==> src/rtl/pipe_ctrl_pkg.sv <==
// pipe_ctrl_pkg: shared types for the pipeline stall/flush sequencer.
//   state_e    - sequencer state, encoding visible on pipe_ctrl.state_o
//   STG_*      - index of each pipeline boundary register in the en/flush vectors
//   pipe_ctl_t - PC enable plus per-boundary enable and bubble-flush bits
package pipe_ctrl_pkg;

  typedef enum logic [1:0] {
    ST_RUN      = 2'd0,
    ST_MEM_WAIT = 2'd1,
    ST_HALTED   = 2'd2,
    ST_ERR      = 2'd3
  } state_e;

  localparam int unsigned NUM_STG    = 4;
  localparam int unsigned STG_IF_ID  = 0;
  localparam int unsigned STG_ID_EX  = 1;
  localparam int unsigned STG_EX_MEM = 2;
  localparam int unsigned STG_MEM_WB = 3;

  typedef struct packed {
    logic               pc_en;
    logic [NUM_STG-1:0] en;
    logic [NUM_STG-1:0] flush;
  } pipe_ctl_t;

  // Every register advancing, no bubbles.
  function automatic pipe_ctl_t ctl_normal();
    pipe_ctl_t c;
    c.pc_en = 1'b1;
    c.en    = '1;
    c.flush = '0;
    return c;
  endfunction

endpackage

==> src/rtl/pipe_ctrl_sat.sv <==
// sat_counter: up-counter that sticks at all-ones.
//   clk, rst_n : clock, asynchronous active-low reset (count -> 0)
//   clr_i      : clear to 0; with inc_i in the same cycle the count becomes 1
//   inc_i      : increment unless already all-ones
//   cnt_o      : current count
module sat_counter #(
  parameter int unsigned W = 8
) (
  input  logic         clk,
  input  logic         rst_n,
  input  logic         clr_i,
  input  logic         inc_i,
  output logic [W-1:0] cnt_o
);

  logic [W-1:0] cnt_q, cnt_d;

  always_comb begin
    cnt_d = cnt_q;
    if (clr_i) cnt_d = '0;
    if (inc_i && (cnt_d != '1)) cnt_d = cnt_d + 1'b1;
  end

  always_ff @(posedge clk or negedge rst_n) begin
    if (!rst_n) cnt_q <= '0;
    else        cnt_q <= cnt_d;
  end

  assign cnt_o = cnt_q;

endmodule

==> src/rtl/pipe_ctrl.sv <==
// pipe_ctrl: stall/flush sequencer for the 5-stage core.
//   Inputs : load_use_i, redirect_i, trap_i, imem_ready_i, dmem_req_i,
//            dmem_ack_i, halt_i, resume_i (hazard and control requests)
//   Outputs: pc_en_o and *_en_o / *_flush_o for IF/ID, ID/EX, EX/MEM, MEM/WB;
//            state_o (RUN/MEM_WAIT/HALTED/ERR), timeout_o (sticky watchdog
//            error), stall_cnt_o (saturating count of stalled cycles)
module pipe_ctrl
  import pipe_ctrl_pkg::*;
#(
  parameter int unsigned TIMEOUT     = 200,
  parameter int unsigned TIMEOUT_W   = 8,
  parameter int unsigned STALL_CNT_W = 16
) (
  input  logic                   clk,
  input  logic                   rst_n,
  input  logic                   load_use_i,
  input  logic                   redirect_i,
  input  logic                   trap_i,
  input  logic                   imem_ready_i,
  input  logic                   dmem_req_i,
  input  logic                   dmem_ack_i,
  input  logic                   halt_i,
  input  logic                   resume_i,
  output logic                   pc_en_o,
  output logic                   if_id_en_o,
  output logic                   id_ex_en_o,
  output logic                   ex_mem_en_o,
  output logic                   mem_wb_en_o,
  output logic                   if_id_flush_o,
  output logic                   id_ex_flush_o,
  output logic                   ex_mem_flush_o,
  output logic                   mem_wb_flush_o,
  output logic [1:0]             state_o,
  output logic                   timeout_o,
  output logic [STALL_CNT_W-1:0] stall_cnt_o
);

  localparam logic [TIMEOUT_W-1:0] TIMEOUT_V = TIMEOUT_W'(TIMEOUT);

  state_e                 state_q, state_d;
  logic                   timeout_q, timeout_d;
  pipe_ctl_t              ctl;
  logic                   mem_stall;
  logic                   wd_clr, wd_inc;
  logic [TIMEOUT_W-1:0]   wd_cnt;
  logic                   stall_inc;

  always_comb begin
    ctl       = ctl_normal();
    state_d   = state_q;
    timeout_d = timeout_q;
    mem_stall = 1'b0;
    wd_clr    = 1'b1;
    wd_inc    = 1'b0;
    unique case (state_q)
      ST_RUN, ST_MEM_WAIT: begin
        // A request already waiting only needs the ack; a fresh one stalls
        // unless acked in the same cycle.
        mem_stall = (state_q == ST_MEM_WAIT) ? !dmem_ack_i
                                             : (dmem_req_i && !dmem_ack_i);
        if (mem_stall) begin
          ctl.pc_en             = 1'b0;
          ctl.en                = '0;
          ctl.en[STG_MEM_WB]    = 1'b1;
          ctl.flush[STG_MEM_WB] = 1'b1;
          if (state_q == ST_RUN) begin
            state_d = ST_MEM_WAIT;
            wd_inc  = 1'b1;            // clear+inc loads 1
          end else if (wd_cnt == TIMEOUT_V) begin
            state_d   = ST_ERR;
            timeout_d = 1'b1;
            wd_clr    = 1'b0;
          end else begin
            wd_clr = 1'b0;
            wd_inc = 1'b1;
          end
        end else begin
          state_d = ST_RUN;
          if (trap_i) begin
            ctl.flush[STG_IF_ID]  = 1'b1;
            ctl.flush[STG_ID_EX]  = 1'b1;
            ctl.flush[STG_EX_MEM] = 1'b1;
          end else if (halt_i) begin
            ctl.pc_en          = 1'b0;
            ctl.en[STG_IF_ID]  = 1'b0;
            ctl.en[STG_ID_EX]  = 1'b0;
            ctl.en[STG_EX_MEM] = 1'b0;
            state_d            = ST_HALTED;
          end else if (redirect_i) begin
            ctl.flush[STG_IF_ID] = 1'b1;
            ctl.flush[STG_ID_EX] = 1'b1;
          end else if (load_use_i) begin
            ctl.pc_en            = 1'b0;
            ctl.en[STG_IF_ID]    = 1'b0;
            ctl.flush[STG_ID_EX] = 1'b1;
          end else if (!imem_ready_i) begin
            ctl.pc_en            = 1'b0;
            ctl.flush[STG_IF_ID] = 1'b1;
          end
        end
      end
      ST_HALTED: begin
        ctl = '0;
        if (resume_i) state_d = ST_RUN;
      end
      ST_ERR: begin
        ctl = '0;
      end
    endcase
  end

  always_ff @(posedge clk or negedge rst_n) begin
    if (!rst_n) begin
      state_q   <= ST_RUN;
      timeout_q <= 1'b0;
    end else begin
      state_q   <= state_d;
      timeout_q <= timeout_d;
    end
  end

  sat_counter #(.W(TIMEOUT_W)) u_watchdog (
    .clk   (clk),
    .rst_n (rst_n),
    .clr_i (wd_clr),
    .inc_i (wd_inc),
    .cnt_o (wd_cnt)
  );

  assign stall_inc = ((state_q == ST_RUN) || (state_q == ST_MEM_WAIT)) && !ctl.pc_en;

  sat_counter #(.W(STALL_CNT_W)) u_stall_cnt (
    .clk   (clk),
    .rst_n (rst_n),
    .clr_i (1'b0),
    .inc_i (stall_inc),
    .cnt_o (stall_cnt_o)
  );

  // Enables/flushes are held low for the whole time reset is asserted.
  assign pc_en_o        = rst_n & ctl.pc_en;
  assign if_id_en_o     = rst_n & ctl.en[STG_IF_ID];
  assign id_ex_en_o     = rst_n & ctl.en[STG_ID_EX];
  assign ex_mem_en_o    = rst_n & ctl.en[STG_EX_MEM];
  assign mem_wb_en_o    = rst_n & ctl.en[STG_MEM_WB];
  assign if_id_flush_o  = rst_n & ctl.flush[STG_IF_ID];
  assign id_ex_flush_o  = rst_n & ctl.flush[STG_ID_EX];
  assign ex_mem_flush_o = rst_n & ctl.flush[STG_EX_MEM];
  assign mem_wb_flush_o = rst_n & ctl.flush[STG_MEM_WB];
  assign state_o        = state_q;
  assign timeout_o      = timeout_q;

endmodule

==> config.mk <==
export PLATFORM = sky130hd
export DESIGN_NAME = pipe_ctrl
export DESIGN_NICKNAME = d
export VERILOG_FILES = /design/src/rtl/pipe_ctrl_pkg.sv /design/src/rtl/pipe_ctrl_sat.sv /design/src/rtl/pipe_ctrl.sv
export SDC_FILE = /design/constraint.sdc
export NUM_CORES = 1
export LEC_CHECK = 0
export CAP_MARGIN = 25
export CORE_UTILIZATION = 40
export CTS_CLUSTER_SIZE = 20
export DETAILED_ROUTE_END_ITERATION = 8
export PLACE_DENSITY = 0.72
export SLEW_MARGIN = 20
export SYNTH_ARGS = -nofsm -noshare
export SYNTH_HDL_FRONTEND = slang
export SYNTH_SLANG_ARGS = --single-unit
==> constraint.sdc <==
create_clock -name clk -period 3.3 [get_ports clk]
set_clock_uncertainty 0.2 [all_clocks]
set_input_delay 0.66 -clock clk [delete_from_list [all_inputs] [get_ports clk]]
set_output_delay 0.66 -clock clk [all_outputs]
set_load 0.1 [all_outputs]
# --- Word level (Yosys, flattened, before mapping) ---
# Cells that the tools add are included.
word_totals:
  regBits: 27
  latch_bits: 0
  ramBits: 0
  rom_bits: 0
  inputBits: 10
  out_inout_bits: 28
  elab_cells: 76
  memories: 0
op_classes:
  add_sub_neg: 2
  n_mul: 0
  div_mod_pow: 0
  magnitude_cmp: 0
  n_eq_ne: 8
  shifts: 0
  muxes: 39
  n_bitwise: 10
  reduce_logical: 13
ops:
  columns: ["operator", "count"]
  rows:
  - ["1-bit two-way mux", 22]
  - ["2-bit two-way mux", 10]
  - ["9-bit one-hot mux with 2 select lines", 1]
  - ["16-bit by 1-bit adder with 16-bit output, second input constant", 1]
  - ["8-bit two-way mux", 2]
  - ["16-bit inequality test, second input constant", 1]
  - ["1-bit AND", 9]
  - ["3-bit two-way mux", 3]
  - ["8-bit by 1-bit adder with 8-bit output, second input constant", 1]
  - ["8-bit == test, second input constant", 1]
  - ["8-bit inequality test, second input constant", 1]
  - ["2-bit == test, second input constant", 2]
  - ["1-bit logical AND", 4]
  - ["4-bit inequality test, second input constant", 1]
  - ["2-bit one-hot mux with 2 select lines", 1]
  - ["4-bit AND reduction", 1]
  - ["2-bit OR reduction", 2]
  - ["3-bit AND reduction", 1]
  - ["2-bit by 1-bit == test with 1-bit output, second input constant", 1]
  - ["1-bit logical NOT", 2]
  - ["2-bit logical NOT", 1]
  - ["2-bit inequality test, second input constant", 1]
  - ["2-bit nonzero test", 1]
  - ["1-bit logical OR", 1]
  - ["1-bit NOT", 1]

# --- Logic depth before layout (Yosys ltp) ---
# Gate-level depths: netlist (run 1).
logic_depth:
  depth_word: 10
  depth_mapped: 8
  mapped_depth_nobuf: 8

# --- Hierarchy ---
# A second synthesis (run 1) with hierarchy kept.
hier_totals:
  hier_cells: 166
  hier_area_um2: 1657.8
modules_own_cells:
  columns: ["module", "n_inst", "cells_each", "area_per_inst_um2", "seq_area_each_um2"]
  rows:
  - ["sat_counter (u_stall_cnt)", 1, 85, 923.4, 400.4]
  - ["sat_counter (u_watchdog)", 1, 41, 409.1, 200.2]
  - ["pipe_ctrl", 1, 40, 325.3, 75.1]

# --- Least setup slack after synthesis (run 1) ---
# OpenSTA, ideal clock, no wires.
synth_timing:
  path_kind: "flip-flop to output port"
  from: "register state_q[1] (netlist: state_o[1])"
  to: "output if_id_en_o"
  t_arrival_ns: 4.437
  required_time_ns: 2.440
  path_slack_ns: -1.997
  stages_incl_launch_ff: 5
  path_buffers: 1
  path_cell_list: "dfrtp_1 > buf_1 > nor2b_1 > nand3_1 > a21oi_1"
synth_between:
  elab_chain_cells: 5
  elab_cells_between_ends: 10
  cone_classes: "eq/ne: 3; mux: 3; bitwise: 1; reduce/logical: 3"
synth_lines:
  columns: ["element", "line", "text"]
  rows:
  - ["from (decl)", "pipe_ctrl.sv:40", "state_e state_q, state_d;"]
  - ["from (signal assigned)", "pipe_ctrl.sv:117", "state_q <= state_d;"]
  - ["2-bit by 1-bit == test with 1-bit output", "pipe_ctrl.sv:55, pipe_ctrl.sv:59", null]
  - ["1-bit two-way mux", "pipe_ctrl.sv:59", "mem_stall = (state_q == ST_MEM_WAIT) ? !dmem_ack_i"]
  - ["3-bit two-way mux", "pipe_ctrl.sv:61", "if (mem_stall) begin"]
  - ["9-bit one-hot mux with 2 select lines (*)", "pipe_ctrl.sv:55", "unique case (state_q)"]
  - ["1-bit AND (*)", "pipe_ctrl.sv:142", "assign if_id_en_o = rst_n & ctl.en[STG_IF_ID];"]
  - ["to (decl)", "pipe_ctrl.sv:25", "output logic if_id_en_o,"]
# Mark *: on every way between the ends. The rest lies on a longest branch, timed or not.

# --- Worst setup path after layout (run 1) ---
layout_timing:
  from: "input dmem_req_i"
  to: "output if_id_en_o"
layout_between:
  elab_chain_cells: 5
layout_lines:
  columns: ["element", "line", "text"]
  rows:
  - ["from (decl)", "pipe_ctrl.sv:20", "input logic dmem_req_i,"]
  - ["1-bit logical AND", "pipe_ctrl.sv:60", ": (dmem_req_i && !dmem_ack_i);"]
  - ["1-bit two-way mux", "pipe_ctrl.sv:59", null]
  - ["3-bit two-way mux", "pipe_ctrl.sv:61", null]
  - ["9-bit one-hot mux with 2 select lines", "pipe_ctrl.sv:55", null]
  - ["1-bit AND", "pipe_ctrl.sv:142", null]
# Every way passes these cells.

==> qor.yml, run 1 <==
synthesis:
  yosys-top-cells-area: "dfrtp_1 (45%), xnor2_1 (8.7%), and3_1 (3.7%)"
  synth_area_sq_mm: 0.00151
  synthCells: 156
  ys_async_sr_fraction_pct: 100
  synth_top_area_share_pct: 44.9
  synth-warning-count: 0
  synth_top_cell_by_area: "dfrtp_1"
  synth_nets: 168
  syn_area_per_cell_sq_um: 9.66
  synth_ff_type: "dfrtp_1"
  synth.distinct_cells: 39
  yosys_register_bits: 27
  synth-edff-count: 0
  seq_area_frac_synth_pct: 44.9
global_route:
  grt_pass1_vias: 1335
  grt_pass1_wl_mm: 5.89
  grt_overflow: 0
  grtUsageTotal_pct: 18.6
  grt_max_degree: 28
  antenna_found_initial: 0
die:
  ios: 38
  core_sq_mm: 0.00347
  die_width_um: 63.4
  dieArea_sq_mm: 0.00402
  rows: 21
  start_util_pct: 43.4
  die_h_um: 63.4
critical_path:
  reg2reg_slack_ns: 0.79
  worst-path-max-fanout: 5
  worstPathArrival_ns: 2.27
  crit_type: "in2out"
  worst_setup_path_start_kind: "input pin"
  cp-end-kind: "output port"
  worstPathRequired_ns: 2.44
clock_network:
  cts_tree: "done"
  path_clk_slew_ns: 0.09
  post_cts_buffers: 0
  htree_levels: 1
  insertion_delay_ns: 0.28
  cts_root_buf: "clkbuf_8"
  numClockSinks: 27
  cts-hold-fix-buffers: 0
  cts_buffer_depth: 2
  postCtsResizedCells: 0
  cts_made_buffers: 3
sta:
  slew_headroom_pct: 58.0
  setup_viol: 0
  finalHoldViolCount: 0
  tightest_slew_ns: 0.623
  tns_ns: 0
  rsz0062_at_grt: "no"
  fin_crit_ns: 3.13
  finalMaxSlewViolations: 0
  fin_crit_sh_pct: 94.9
  max_freq_mhz: 319
finish:
  num-fill-cells: 307
  fin_util_pct: 60.8
  area_growth_pct: 39.9
  final_cell_mix: "dfrtp_1 (26), buf_4 (23), xnor2_1 (15)"
  antenna_cells: 0
  instances_no_fill: 245
  layout_commonest_cell: "dfrtp_1"
  nNetsFinal: 212
  drive_above_1_share_pct: 25.6
placed_design:
  dp_hpwl_mm: 2.66
  port-buffer-count: 37
  dp.cells: 241
  gp_congestion: 0.873
routing:
  firstDrtPassIters: 4
  routedWlPerCell_um: 13.9
  detail-route-antenna-nets: 0
  drt_iter0_drc: 78
  vias_per_cell: 5.36
  wirelength_mm: 3.41
  num_vias: 1314
  drc: 0
power:
  switchingPower_uw: 708
  p_sw_share_pct: 52.0
  power_frac_seq_pct: 33.4
  cellInternalPower_uw: 653
  p_leak_nw: 0.921
  peakVddDrop_mv: 0.763
  clkPwrFrac_pct: 14.1
  combPwrFrac_pct: 52.5
  powerDensity_mw_per_mm2: 646
run_status:
  status: "complete, no violations"
run:
  cap_viol_max_count: 0
min_path:
  hp-class: "reg2reg"
==> through the flow <==
step           worst slack (ns)  total power, mW  instance area, sq um  hold slack, ns
2_1_floorplan            0.0130            0.986                  1570           0.164
3_3_place_gp              0.185             1.17                  2060           0.244
3_5_place_dp              0.150             1.18                  2060           0.253
4_1_cts                   0.142             1.37                  2110           0.278
5_1_grt                  0.0520             1.42                  2110           0.298
6_report                  0.167             1.36                  2110           0.275
==> power by group through the flow <==
stage               clock [mW]  sequential, mW  combinational, mW
floorplan                    0           0.756              0.231
global placement             0           0.455              0.712
CTS                      0.199           0.455              0.720
global route             0.214           0.466              0.740
finish                   0.192           0.455              0.714
detailed placement           0           0.461              0.718
==> synth_stat cells (3+ instances only) <==
cell and number:
dfrtp_1 27, xnor2_1 15, nand3_1 11, nor4_1 4, inv_1 9, a21oi_1 7
and2_1 3, nand2_1 9, nand4_1 7, nor2_1 15, and3_1 9, o21ai_0 4
nor2b_1 3
==> layout make-up <==
type / instances / area [sq um] / share of cell area, %
Sequential cell: 27 / 677 / 32.1
Tap cell: 46 / 57.6 / 2.73
Timing Repair Buffer: 41 / 443 / 21.0
Clock buffer: 3 / 41.3 / 1.96
Clock inverter: 1 / 7.51 / 0.356
Inverter: 9 / 37.5 / 1.78
Multi-Input combinational cell: 118 / 843 / 40.0
==> logic make-up (layout without fill, tap and decap cells) <==
logic type      Yosys count  in the layout  share of synthesized area, %
xor+xnor                 17             17                          9.88
simple gates             74             74                          28.2
fa+ha+maj                 2              2                          1.66
flops                    27             27                          44.9
buf+inv                  11             54                          2.99
compound gates           21             21                          9.47
mux                       4              4                          2.91
==> worst paths after layout <==
| path | from | endpoint | cells past startpoint |
|---|---|---|---|
| max in group asynchronous | rst_n | state_o[1]$_DFFE_PN0P_ | 2 |
| setup / recovery | dmem_req_i | if_id_en_o | 5 |
| min in group asynchronous | rst_n | u_stall_cnt.cnt_o[7]$_DFFE_PN0P_ | 2 |
| setup reg to reg | state_o[1]$_DFFE_PN0P_ | u_watchdog.cnt_o[1]$_DFF_PN0_ | 7 |
| hold reg to reg | timeout_o$_DFFE_PN0P_ | timeout_o$_DFFE_PN0P_ | 1 |
| hold / removal | timeout_o$_DFFE_PN0P_ | timeout_o$_DFFE_PN0P_ | 1 |
==> registers in the layout, indices dropped and copies added, names as in the netlist <==
name and cells:
timeout_o 1, u_stall_cnt.cnt_o 16, state_o 2, u_watchdog.cnt_o 8
==> layer usage <==
metal | up-vias | share of wire [%] | wire length (um) | global-route usage (%)
met5 | - | 0 | 0 | 0
met4 | 0 | 0.68 | 23 | 4.83
met3 | 4 | 2.9 | 98 | 4.35
met2 | 21 | 52 | 1760 | 32.3
met1 | 644 | 45 | 1530 | 22.9
li1 | 645 | - | - | -
==> critical path, stage by stage <==
cell             delay (ns)
clkdlybuf4s50_1        0.44
o21ai_0                0.52
nand3_4                0.25
a21oi_4                0.20
buf_12                 0.19
Note: power is estimated with default switching activity, not from simulation.
==> run 2: changes to the inputs <==
ABC_AREA = 1   (was unset)
PLACE_DENSITY = 0.7   (was 0.72)
==> run 2 against run 1 <==
Compared with the run above:
- combinational power grew 35%
- flip-flop and latch count stayed put
- via count rose by 28%
- largest power group unchanged
==> qor.yml, run 2 <==
synthesis:
  ys_async_sr_fraction_pct: 100
  yosys_register_bits: 27
  yosys-top-cells-area: "dfrtp_1 (35%), nand2_1 (18%), inv_1 (5.7%)"
  synth_ff_type: "dfrtp_1"
  synth_nets: 273
  yosys-top-cells-count: "nand2_1 (91), inv_1 (29), dfrtp_1 (27)"
  yosysMostFrequentCell: "nand2_1"
  synth-edff-count: 0
  synth_top_area_share_pct: 35.3
  synth.distinct_cells: 33
  synth_area_sq_mm: 0.00191
  synthCells: 261
  synth-warning-count: 0
  syn_area_per_cell_sq_um: 7.33
  seq_area_frac_synth_pct: 35.3
  synth_top_cell_by_area: "dfrtp_1"
sta:
  holdWs_ns: 0.285
  tightest_slew_ns: 0.422
  max_freq_mhz: 328
  finalMaxSlewViolations: 0
  finalHoldViolCount: 0
  fin_crit_sh_pct: 92.5
  slew_headroom_pct: 71.7
  rsz0062_at_grt: "no"
  setup_viol: 0
  fin_crit_ns: 3.05
critical_path:
  cp-end-kind: "output port"
  worstPathArrival_ns: 2.19
  path_cells: "clkdlybuf4s50_1 > inv_1 > nand2_4 > inv_1 > nor2_1 > nand2_1 > a211oi_4 > buf_12"
  worstPathRequired_ns: 2.44
  worst_setup_path_start_kind: "input pin"
  worst_path_largest_cell_delay_ns: 0.48
  crit_top_cell: "inv_1"
  worst-path-max-fanout: 5
  crit_type: "in2out"
  cp_slowest_cell: "clkdlybuf4s50_1"
clock_network:
  path_clk_slew_ns: 0.09
  numClockSinks: 27
  cts-hold-fix-buffers: 0
  cts_tree: "done"
  htree_levels: 1
  insertion_delay_ns: 0.28
  cts_buffer_depth: 2
  postCtsResizedCells: 0
  cts_root_buf: "clkbuf_8"
  cts_made_buffers: 3
  post_cts_buffers: 0
power:
  peakVddDrop_mv: 0.403
  p_leak_nw: 1.25
  powerDensity_mw_per_mm2: 666
finish:
  finalInstanceArea_sq_mm: 0.00246
  drive_above_1_share_pct: 24.3
  final_cell_mix: "nand2_1 (91), inv_1 (29), dfrtp_1 (25)"
  largest_reg_flops: 16
  fin_util_pct: 55.0
  area_growth_pct: 28.8
  nNetsFinal: 314
  antenna_cells: 0
  num-fill-cells: 422
  layout_commonest_cell: "nand2_1"
die:
  die_width_um: 71.1
  rows: 24
  ios: 38
  start_util_pct: 42.7
  core_sq_mm: 0.00447
  dieArea_sq_mm: 0.00506
  die_h_um: 71.1
routing:
  num_vias: 1685
  firstDrtPassIters: 6
  drt_iter0_drc: 71
  wirelength_mm: 4.10
  drc: 0
  detail-route-antenna-nets: 0
  routedWlPerCell_um: 11.6
  vias_per_cell: 4.77
placed_design:
  port-buffer-count: 37
  gp_congestion: 0.863
  place_area_sq_mm: 0.00242
  dp_hpwl_mm: 3.16
global_route:
  grt_pass1_vias: 1498
  grtUsageTotal_pct: 17.1
  grt_overflow: 0
  grt_max_degree: 26
  grt_pass1_wl_mm: 6.84
  antenna_found_initial: 0
min_path:
  hp-class: "reg2reg"
run:
  cap_viol_max_count: 0
run_status:
  status: "complete, no violations"
run 2: worst max-delay path, delay by kind of cell:
kind                   cells  cell delay (ns)
buffers and inverters      4             0.84
and+or+nand+nor            3             0.41
AOI/OAI and AO/OA          1             0.29
run 2: layout make-up:
cell class / count / area, sq um / share of cell area, %
multi-input cells: 196 / 1100 / 44.8
flip-flops and latches: 27 / 678 / 27.5
repair buffers: 40 / 435 / 17.7
inverters: 34 / 134 / 5.44
well taps: 52 / 65.1 / 2.64
clock buffers: 3 / 41.3 / 1.68
clock inverters: 1 / 5.00 / 0.203
run 2: worst paths after layout:
| kind | start | end | slack (ns) | depth (start not counted) |
|---|---|---|---|---|
| worst max-delay path | dmem_ack_i | id_ex_flush_o | 0.25 | 8 |
| worst min-delay path | timeout_o$_DFFE_PN0P_ | timeout_o$_DFFE_PN0P_ | 0.28 | 1 |
| worst max register to register | state_o[1]$_DFFE_PN0P_ | u_watchdog.cnt_o[6]$_DFF_PN0_ | 1.12 | 11 |
| worst min register to register | timeout_o$_DFFE_PN0P_ | timeout_o$_DFFE_PN0P_ | 0.28 | 1 |
| max in group asynchronous | rst_n | u_watchdog.cnt_o[2]$_DFF_PN0_ | 1.89 | 2 |
| min in group asynchronous | rst_n | state_o[1]$_DFFE_PN0P_ | 0.40 | 1 |
run 2: per-stage QoR:
stage,setup slack (ns),instances,power (mW),TNS [ns]
after floorplan,-0.00214,261,1.24,-0.00214
after global placement,0.279,349,1.44,0
after detailed placement,0.247,349,1.45,0
after CTS,0.245,353,1.65,0
after global routing,0.155,353,1.73,0
final,0.248,353,1.64,0
run 2: metal layers:
metal / vias to the layer above / track usage (%) / wire length (um)
met3: 5 / 2.56 / 140
met1: 746 / 24.9 / 2090
met5: - / 0 / 0
met2: 34 / 25.0 / 1800
met4: 0 / 8.00 / 74
li1: 900 / - / -
run 2: cell families after synthesis:
kind of cell | after synthesis | share of synthesized area [%]
and+or+nand+nor | 169 | 44.0
adders and majority gates | 2 | 1.31
xor gates and xnor gates | 13 | 5.96
AOI/OAI and AO/OA | 12 | 3.80
buffers and inverters | 38 | 9.62
DFF | 27 | 35.3
run 2: power breakdown:
group | total, mW | switching (mW) | internal, mW | leakage (nW)
sequential | 0.475 | 0.0952 | 0.380 | 0.365
clock | 0.199 | 0.114 | 0.0851 | 0.0255
combinational | 0.967 | 0.717 | 0.250 | 0.865
